**src/rtl/multicycle_fsm_pkg.sv**
```systemverilog
// Shared types and encodings for the multicycle control FSM.
// Opcodes, state names and datapath select codes live here.
package multicycle_fsm_pkg;

  typedef enum logic [3:0] {
    S_FETCH    = 4'd0,
    S_DECODE   = 4'd1,
    S_MEMADR   = 4'd2,
    S_MEMREAD  = 4'd3,
    S_MEMWB    = 4'd4,
    S_MEMWRITE = 4'd5,
    S_EXECR    = 4'd6,
    S_ALUWB    = 4'd7,
    S_EXECI    = 4'd8,
    S_JAL      = 4'd9,
    S_BEQ      = 4'd10
  } state_t;

  localparam logic [6:0] OP_LW  = 7'b0000011;
  localparam logic [6:0] OP_SW  = 7'b0100011;
  localparam logic [6:0] OP_R   = 7'b0110011;
  localparam logic [6:0] OP_I   = 7'b0010011;
  localparam logic [6:0] OP_JAL = 7'b1101111;
  localparam logic [6:0] OP_BEQ = 7'b1100011;

  localparam logic [1:0] ALU_ADD   = 2'b00;
  localparam logic [1:0] ALU_SUB   = 2'b01;
  localparam logic [1:0] ALU_FUNCT = 2'b10;

  localparam logic [1:0] RES_ALUOUT = 2'b00;
  localparam logic [1:0] RES_MEM    = 2'b01;
  localparam logic [1:0] RES_ALU    = 2'b10;

  localparam logic [1:0] SRCA_PC    = 2'b00;
  localparam logic [1:0] SRCA_OLDPC = 2'b01;
  localparam logic [1:0] SRCA_RS1   = 2'b10;

  localparam logic [1:0] SRCB_RS2 = 2'b00;
  localparam logic [1:0] SRCB_IMM = 2'b01;
  localparam logic [1:0] SRCB_4   = 2'b10;

  localparam logic [1:0] IMM_I = 2'b00;
  localparam logic [1:0] IMM_S = 2'b01;
  localparam logic [1:0] IMM_B = 2'b10;
  localparam logic [1:0] IMM_J = 2'b11;

  // Where DECODE goes for a given opcode.
  function automatic state_t decode_route(
    input logic [6:0] op
  );
    state_t s;
    case (op)
      OP_LW:   s = S_MEMADR;
      OP_SW:   s = S_MEMADR;
      OP_R:    s = S_EXECR;
      OP_I:    s = S_EXECI;
      OP_JAL:  s = S_JAL;
      OP_BEQ:  s = S_BEQ;
      default: s = S_FETCH;
    endcase
    return s;
  endfunction

endpackage

```
**src/rtl/multicycle_fsm_imm_deco.sv**
```systemverilog
// Immediate-format select, decoded from the opcode alone.
// Purely combinational so it tracks op in every state.
module imm_deco
  import multicycle_fsm_pkg::*;
(
  input  logic [6:0] op,
  output logic [1:0] immSrc
);

  // Map opcode to immediate format.
  always_comb begin
    immSrc = IMM_I;
    case (op)
      OP_SW:   immSrc = IMM_S;
      OP_BEQ:  immSrc = IMM_B;
      OP_JAL:  immSrc = IMM_J;
      default: immSrc = IMM_I;
    endcase
  end

endmodule

```
**src/rtl/multicycle_fsm.sv**
```systemverilog
// Control FSM for a multicycle RISC-V datapath.
// Moore state machine; FETCH strobes follow memReady.
module multicycle_fsm
  import multicycle_fsm_pkg::*;
(
  input  logic       clk,
  input  logic       reset,
  input  logic [6:0] op,
  input  logic       memReady,
  output logic       PCUpdate,
  output logic       branch,
  output logic       IRWrite,
  output logic       regWrite,
  output logic       memWrite,
  output logic       AdrSrc,
  output logic [1:0] ALUSrcA,
  output logic [1:0] ALUSrcB,
  output logic [1:0] ResultSrc,
  output logic [1:0] ALUOp,
  output logic [1:0] immSrc,
  output logic [3:0] state
);

  state_t state_q;

  imm_deco u_imm_deco (
    .op     (op),
    .immSrc (immSrc)
  );

  // State register with synchronous reset to FETCH.
  always_ff @(posedge clk) begin
    if (reset) begin
      state_q <= S_FETCH;
    end else begin
      case (state_q)
        S_FETCH:
          if (memReady) state_q <= S_DECODE;
        S_DECODE:
          state_q <= decode_route(op);
        S_MEMADR:
          state_q <= (op == OP_SW) ? S_MEMWRITE
                                   : S_MEMREAD;
        S_MEMREAD:
          if (memReady) state_q <= S_MEMWB;
        S_MEMWRITE:
          if (memReady) state_q <= S_FETCH;
        S_EXECR:  state_q <= S_ALUWB;
        S_EXECI:  state_q <= S_ALUWB;
        S_JAL:    state_q <= S_ALUWB;
        S_MEMWB:  state_q <= S_FETCH;
        S_ALUWB:  state_q <= S_FETCH;
        S_BEQ:    state_q <= S_FETCH;
        default:  state_q <= S_FETCH;
      endcase
    end
  end

  assign state = state_q;

  // Decode datapath controls from the current state.
  always_comb begin
    PCUpdate  = 1'b0;
    branch    = 1'b0;
    IRWrite   = 1'b0;
    regWrite  = 1'b0;
    memWrite  = 1'b0;
    AdrSrc    = 1'b0;
    ALUSrcA   = SRCA_PC;
    ALUSrcB   = SRCB_RS2;
    ResultSrc = RES_ALUOUT;
    ALUOp     = ALU_ADD;
    if (reset) begin
      ALUSrcB   = SRCB_4;
      ResultSrc = RES_ALU;
    end else begin
      case (state_q)
        S_FETCH: begin
          ALUSrcB   = SRCB_4;
          ResultSrc = RES_ALU;
          IRWrite   = memReady;
          PCUpdate  = memReady;
        end
        S_DECODE: begin
          ALUSrcA = SRCA_OLDPC;
          ALUSrcB = SRCB_IMM;
        end
        S_MEMADR: begin
          ALUSrcA = SRCA_RS1;
          ALUSrcB = SRCB_IMM;
        end
        S_MEMREAD: begin
          AdrSrc = 1'b1;
        end
        S_MEMWB: begin
          ResultSrc = RES_MEM;
          regWrite  = 1'b1;
        end
        S_MEMWRITE: begin
          AdrSrc   = 1'b1;
          memWrite = 1'b1;
        end
        S_EXECR: begin
          ALUSrcA = SRCA_RS1;
          ALUSrcB = SRCB_RS2;
          ALUOp   = ALU_FUNCT;
        end
        S_EXECI: begin
          ALUSrcA = SRCA_RS1;
          ALUSrcB = SRCB_IMM;
          ALUOp   = ALU_FUNCT;
        end
        S_ALUWB: begin
          regWrite = 1'b1;
        end
        S_JAL: begin
          ALUSrcA  = SRCA_OLDPC;
          ALUSrcB  = SRCB_4;
          PCUpdate = 1'b1;
        end
        S_BEQ: begin
          ALUSrcA = SRCA_RS1;
          ALUSrcB = SRCB_RS2;
          ALUOp   = ALU_SUB;
          branch  = 1'b1;
        end
        default: begin
          ALUSrcB   = SRCB_4;
          ResultSrc = RES_ALU;
        end
      endcase
    end
  end

endmodule

```
**config.mk**
```make
export PLATFORM = sky130hd
export DESIGN_NAME = multicycle_fsm
export DESIGN_NICKNAME = d
export VERILOG_FILES = /design/src/rtl/multicycle_fsm_pkg.sv /design/src/rtl/multicycle_fsm_imm_deco.sv /design/src/rtl/multicycle_fsm.sv
export SDC_FILE = /design/constraint.sdc
export NUM_CORES = 1
export LEC_CHECK = 0
export CAP_MARGIN = 25
export CORE_MARGIN = 1
export CORE_UTILIZATION = 40
export DETAILED_ROUTE_END_ITERATION = 10
export GPL_TIMING_DRIVEN = 0
export PLACE_DENSITY_LB_ADDON = 0.12
export SYNTH_ARGS = -nofsm -noshare
export SYNTH_HDL_FRONTEND = slang
export SYNTH_SLANG_ARGS = --single-unit
```
**constraint.sdc**
```tcl
create_clock -name clk -period 1.4 [get_ports clk]
set_input_delay 0.28 -clock clk [delete_from_list [all_inputs] [get_ports clk]]
set_output_delay 0.28 -clock clk [all_outputs]
set_load 0.1 [all_outputs]
```
==> flow_summary.yaml, run 1 <==
logic_synthesis:
  synth_common_cells: "10 x nor3_1, 7 x a21oi_1, 7 x nor2_1"
  synthFlopType: "dfxtp_1"
  synth-edff-count: 0
  synth_area_leaders: "dfxtp_1 12%, nor3_1 7.6%, a21oi_1 5.3%"
  syn_inst: 96
  syn-num-nets: 106
  syn_area_sq_um: 662
  yosysTopAreaCell: "dfxtp_1"
  synthDistinctLibCells: 43
  ys.warnings.count: 0
  avgSynthCellArea_sq_um: 6.89
  synth_seq_area_share_pct: 12.1
  netlist.area_leader.share_pct: 12.1
  async_flop_share_pct: 0
  ys_ff_latch: 4
  synth_most_common_cell: "nor3_1"
die:
  core.rowCount: 14
  die_w_um: 42.7
  start_util_pct: 43.4
  die_h_um: 42.7
  ios: 30
clocking:
  cts_setup_buffers: 35
  cts_root_buffer: "clkbuf_4"
  cts_resized: 212
  cts_buffer_depth: 2
  cts_max_level: 1
  cts_sinks: 4
  cts_buffers: 3
  postCtsHoldBufs: 0
run_status:
  haltStage: "clock tree synthesis"
  tool.error: "[ERROR DPL-0038] Utilization greater than 100%, impossible to legalize"
  status: "aborted with a tool error"
place:
  place_congestion: 0.917
  place_ws_ps: -1410
  place.detailed.hpwl_um: 1850
  portBuffers: 28
[kinds of logic after synthesis]
| kind of cell | Yosys count | share of synthesized area, % |
|---|---|---|
| buffers and inverters | 14 | 11.5 |
| muxes | 2 | 3.78 |
| xor gates and xnor gates | 3 | 3.97 |
| AOI/OAI and AO/OA | 28 | 29.9 |
| DFF | 4 | 12.1 |
| and+or+nand+nor | 44 | 37.2 |
| adders and majority gates | 1 | 1.51 |
[through the flow]
step	TNS (ps)	hold WS (ps)	utilization [%]	area, sq um	instances
after floorplan	-8430	480	-	1000	96
after global placement	-21360	607	85.6	1310	140
after detailed placement	-21770	622	85.6	1310	140
==> run 2: changes to the inputs <==
--- a/config.mk
+++ b/config.mk
@@ -6,11 +6,11 @@
 export NUM_CORES = 1
 export LEC_CHECK = 0
 export CAP_MARGIN = 25
-export CORE_MARGIN = 1
-export CORE_UTILIZATION = 40
+export CORE_AREA = 2 2 63 65
 export DETAILED_ROUTE_END_ITERATION = 10
+export DIE_AREA = 0 0 65 67
 export GPL_TIMING_DRIVEN = 0
-export PLACE_DENSITY_LB_ADDON = 0.12
+export PLACE_DENSITY_LB_ADDON = 0.15
 export SYNTH_ARGS = -nofsm -noshare
 export SYNTH_HDL_FRONTEND = slang
 export SYNTH_SLANG_ARGS = --single-unit
==> flow_summary.yaml, run 2 <==
die:
  core_region_area_sq_um: 3610
  start_util_pct: 18.4
  die_w_um: 65
  die_h_um: 67
  core.rowCount: 22
  dieArea_sq_um: 4360
  ios: 30
detailed_routing:
  vias: 998
  routed_wl_um: 3030
  vias_per_cell: 4.80
  drtPass1Iterations: 4
  drt_drc_violations_left: 0
  avgRoutedWirePerCell_um: 14.6
  drt-initial-drc-count: 30
  ant_nets: 0
finish:
  final_util_pct: 53.7
  area_growth_pct: 193
  largest_reg_flops: 4
  finalNetCount: 172
  drive_above_1_share_pct: 71.9
  n_fill_cell: 337
  diodes: 0
  final_cell_mix: "20 x buf_4, 18 x buf_12, 15 x buf_6"
  final_common_cell: "buf_4"
setup_path:
  crit_type: "flop to output port"
  worstPathCellList: "buf_12, or2b_4, a21oi_2, a21oi_2, nor3_4, buf_12"
  crit_buf_inv: 2
  slowest_stage: "dfxtp_4"
  crit_fanout: 7
  worstPathRequired_ps: 1120
  startpoint_type: "flop"
  ff2ff_path_depth: 8
  critPathMaxStageDelay_ps: 340
  cp-end-kind: "output port"
  crit_family: "simple AND/OR/NAND/NOR gates"
  cp.depth: 6
  crit_arrival_ps: 1530
global_route:
  antenna_found_initial: 0
  grt_pass1_wl_um: 4500
  track_usage_pct: 13.6
  grt_max_degree: 11
  grt-ovfl-total: 0
  grt_pass1_vias: 906
timing:
  worst_slack_ps: -413
  period_share_pct: 130
  setup_viol: 18
  maxSlewViolCount: 0
  rsz0062_at_grt: "true"
  clock.fmax_ghz: 0.551
  finalHoldViolations: 0
  finalSetupTns_ps: -5270
  maxSlewHeadroom_pct: 37.2
  tightestPinTransition_ps: 946
  finalWorstPathRequiredPeriod_ps: 1810
  clock-skew-final_ps: 4.41
place:
  place.detailed.hpwl_um: 1820
  portBuffers: 28
  place_congestion: 0.808
logic_synthesis:
  avgSynthCellArea_sq_um: 6.89
  async_flop_share_pct: 0
  yosysTopAreaCell: "dfxtp_1"
  synth_area_leaders: "dfxtp_1 12%, nor3_1 7.6%, a21oi_1 5.3%"
  netlist.area_leader.share_pct: 12.1
  synth-edff-count: 0
  synth_most_common_cell: "nor3_1"
  synth_common_cells: "10 x nor3_1, 7 x a21oi_1, 7 x nor2_1"
  syn_area_sq_um: 662
  syn-num-nets: 106
  ys.warnings.count: 0
  synth_seq_area_share_pct: 12.1
  synthDistinctLibCells: 43
  synthFlopType: "dfxtp_1"
  syn_inst: 96
  ys_ff_latch: 4
clocking:
  cts_tree: "built"
  clk_pin_slew_worst_paths_ps: 30
  cts_max_level: 1
  clk_latency_ps: 220
  cts_sinks: 4
  cts_buffers: 3
  cts_buffer_depth: 2
  cts_root_buffer: "clkbuf_8"
  postCtsHoldBufs: 0
run_status:
  status: "complete, but fails checks"
  violations: "setup timing"
hold_path:
  min_path_type: "input pin to flop"
  holdPathStages: 4
run:
  max_cap_violations: 0
power_and_ir_drop:
  ir_worst_vdd_mv: 0.281
  p_per_area_nw_per_um2: 429
  p_leak_nw: 0.737
run 2: cell families after synthesis:
kind of cell    after synthesis  synth area share [%]
fa+ha+maj                     1                  1.51
flops                         4                  12.1
mux                           2                  3.78
buf+inv                      14                  11.5
simple gates                 44                  37.2
compound gates               28                  29.9
xor+xnor                      3                  3.97
run 2: worst register-to-register path, stage by stage, from the launching register on:
cell	delay, ps
dfxtp_4	340
buf_12	130
buf_12	120
buf_8	130
inv_8	60
buf_6	90
mux2_4	290
o22a_1	180
a211oi_2	160
run 2: per-layer routing:
metal	up-vias	global-route usage (%)	share of wire [%]
li1	481	-	-
met1	488	16.9	39
met2	29	24.1	56
met3	0	3.04	5.2
met4	0	2.66	0
met5	-	0	0
run 2: power breakdown:
part | internal, mW | switching [mW]
Combinational | 0.200 | 0.273
Sequential | 0.113 | 0.00388
Clock | 0.183 | 0.0581
run 2: final timing paths:
kind | startpoint | end | slack, ps
setup / recovery | state[3] | ALUSrcB[0] | -410
hold / removal | op[2] | state[2] | 370
setup reg to reg | state[3] | state[2] | -210
hold reg to reg | state[1] | state[3] | 730
run 2: repair_timing:
| item | CTS | global route |
|---|---|---|
| buffers inserted | 21 | 11 |
| gates resized for setup | 185 | 22 |
| setup endpoints to repair | 24 | 22 |
| pin swaps | 13 | 12 |
| endpoints found under the hold margin | 0 | 0 |
| cloned | 1 | 1 |
run 2: cell type report:
cell class,instances,area [sq um],share of cell area (%)
inverters,4,26.3,1.36
repair buffers,61,717,37.0
well taps,48,60.1,3.10
multi-input cells,78,831,42.9
plain buffers,10,168,8.65
clock buffers,3,41.3,2.13
flip-flops and latches,4,95.1,4.91
run 2: metrics by stage:
step / hold WS, ps / setup WS, ps / std cells / instance area [sq um] / power [mW]
final: 369 / -413 / 208 / 1940 / 0.831
after global routing: 390 / -473 / 208 / 1940 / 0.872
after CTS: 398 / -394 / 197 / 1760 / 0.789
after detailed placement: 621 / -1430 / 172 / 1350 / 0.476
after global placement: 620 / -1440 / 172 / 1350 / 0.474
after floorplan: 480 / -954 / 96 / 1000 / 0.391
No activity file was read; power rests on OpenSTA's default activity.
==> run 3: changes to the inputs <==
--- a/config.mk
+++ b/config.mk
@@ -7,6 +7,7 @@
 export LEC_CHECK = 0
 export CAP_MARGIN = 25
 export CORE_AREA = 2 2 63 65
+export CTS_BUF_LIST = sky130_fd_sc_hd__clkbuf_8
 export DETAILED_ROUTE_END_ITERATION = 10
 export DIE_AREA = 0 0 65 67
 export GPL_TIMING_DRIVEN = 0
==> results of run 3 <==
No change in the layout: final DEF, timing and power equal those of run 2.
==> run 4: changes to the inputs <==
--- a/config.mk
+++ b/config.mk
@@ -14,4 +14,5 @@
 export PLACE_DENSITY_LB_ADDON = 0.15
 export SYNTH_ARGS = -nofsm -noshare
 export SYNTH_HDL_FRONTEND = slang
+export SYNTH_HIERARCHICAL = 1
 export SYNTH_SLANG_ARGS = --single-unit
==> flow_summary.yaml, run 4 <==
logic_synthesis:
  netlist.area_leader.share_pct: 12.6
  ys_ff_latch: 4
  async_flop_share_pct: 0
  avgSynthCellArea_sq_um: 6.83
  ys.warnings.count: 6
  synthDistinctLibCells: 43
  synth_common_cells: "9 x a21oi_1, 6 x nand3_1, 6 x nor2_1"
  synth_area_leaders: "dfxtp_1 13%, a21oi_1 7.1%, nand3_1 4.7%"
  syn_inst: 93
  syn-num-nets: 103
  syn_area_sq_um: 636
  synth_most_common_cell: "a21oi_1"
  synthFlopType: "dfxtp_1"
  synth_seq_area_share_pct: 12.6
  yosysTopAreaCell: "dfxtp_1"
  synth-edff-count: 0
detailed_routing:
  avgRoutedWirePerCell_um: 14.6
  vias_per_cell: 4.90
  drt_drc_violations_left: 0
  routed_wl_um: 2980
  ant_nets: 0
  drt-initial-drc-count: 43
  vias: 1004
  drtPass1Iterations: 4
die:
  core_region_area_sq_um: 3610
  die_h_um: 67
  ios: 30
  core.rowCount: 22
  dieArea_sq_um: 4360
  die_w_um: 65
  start_util_pct: 17.6
finish:
  area_growth_pct: 190
  multi_input_area_sq_um: 752
  n_fill_cell: 311
  diodes: 0
  largest_reg_flops: 4
  fin_area_sq_um: 1840
  drive_above_1_share_pct: 69.4
  finalNetCount: 169
  final_common_cell: "buf_4"
  final_cell_mix: "22 x buf_4, 16 x buf_12, 12 x buf_6"
  regArea_sq_um: 95.1
  final_util_pct: 51.1
timing:
  finalWorstPathRequiredPeriod_ps: 1760
  tightestPinTransition_ps: 537
  worst_slack_ps: -363
  maxSlewHeadroom_pct: 64.3
  setup_viol: 16
  hold_slack_ps: 409
  clock.fmax_ghz: 0.567
  maxSlewViolCount: 0
  rsz0062_at_grt: "true"
  finalHoldViolations: 0
  clock-skew-final_ps: 5.40
  period_share_pct: 126
global_route:
  grt-ovfl-total: 0
  antenna_found_initial: 0
  grt_pass1_wl_um: 5040
  grt_pass1_vias: 1023
  track_usage_pct: 14.9
  grt_max_degree: 10
setup_path:
  cp-end-kind: "output port"
  crit_fanout: 9
  worstPathRequired_ps: 1120
  startpoint_type: "flop"
  crit_type: "flop to output port"
  crit_arrival_ps: 1480
clocking:
  cts_root_buffer: "clkbuf_8"
  clk_pin_slew_worst_paths_ps: 30
  cts_buffers: 3
  cts_buffer_depth: 2
  cts_tree: "built"
  cts_max_level: 1
  cts_sinks: 4
  clk_latency_ps: 220
place:
  place_congestion: 0.807
  place.detailed.hpwl_um: 1810
  portBuffers: 29
  placed_area_sq_um: 1250
power_and_ir_drop:
  ir_worst_vdd_mv: 0.386
  p_per_area_nw_per_um2: 826
  p_leak_nw: 0.706
run_status:
  violations: "setup timing"
  status: "complete, but fails checks"
hold_path:
  min_path_type: "input pin to flop"
run:
  max_cap_violations: 0
## run 4: cell count changes after synthesis, moves of 2 or more
cell	before	now
a21boi_0	2	0
a21oi_1	7	9
nand2_1	6	4
nand2b_1	2	4
nand2b_4	2	0
nor3_1	10	1
nor3b_1	0	3
nor4b_1	0	2
o21ai_1	1	4
## run 4: logic make-up after synthesis
family	share of synthesized area, %
compound gates	32.5
buf+inv	11.6
fa+ha+maj	1.57
flops	12.6
xor+xnor	4.13
simple gates	37.6
## run 4: routing by layer
metal / vias up / part of all wire [%] / global-route usage [%]
met5: - / 0 / 0
met4: 0 / 0.47 / 2.93
met3: 2 / 5.1 / 2.70
met2: 31 / 52 / 25.3
met1: 489 / 42 / 19.6
li1: 482 / - / -
## run 4: area by class of cell
class | instances | area share [%]
multi-input combinational | 75 | 40.8
timing repair buffer | 61 | 37.3
buffer | 9 | 9.30
sequential | 4 | 5.16
tap | 48 | 3.26
clock buffer | 3 | 2.24
inverter | 5 | 1.97
## run 4: worst max-delay path, cell delays in order, from the launching register on
cell	delay, ps
dfxtp_4	360
buf_12	150
xor2_4	190
nor4b_4	300
buf_6	260
## run 4: path summary, 6_finish.rpt
kind / start / endpoint / slack, ps / depth (start not counted)
worst max-delay path: state[1] / regWrite / -360 / 4
worst min-delay path: op[2] / state[3] / 410 / 4
worst max register to register: state[2] / state[1] / -50 / 6
worst min register to register: state[1] / state[3] / 690 / 3
## run 4: timing repair
item                                    4_1_cts  5_1_grt
buffers inserted                             22        9
endpoints found under the setup margin       24       20
gates resized for setup                     210       20
hold buffers                                  0        0
hold endpoints to repair                      0        0
pin swaps                                    21       13
cloned                                        3        0
## run 4: where the power goes
group	switching [mW]	internal, mW
registers	0.0130	0.125
clock network	0.0606	0.183
logic	0.637	0.503
## run 4: stage by stage
step	instances	setup slack, ps	total power, mW	setup TNS (ps)
final	205	-363	1.52	-3740
after global routing	205	-412	1.59	-4730
after CTS	198	-360	1.47	-4310
after detailed placement	170	-1690	0.925	-26110
after global placement	170	-1680	0.919	-26230
after floorplan	93	-1270	0.757	-10630
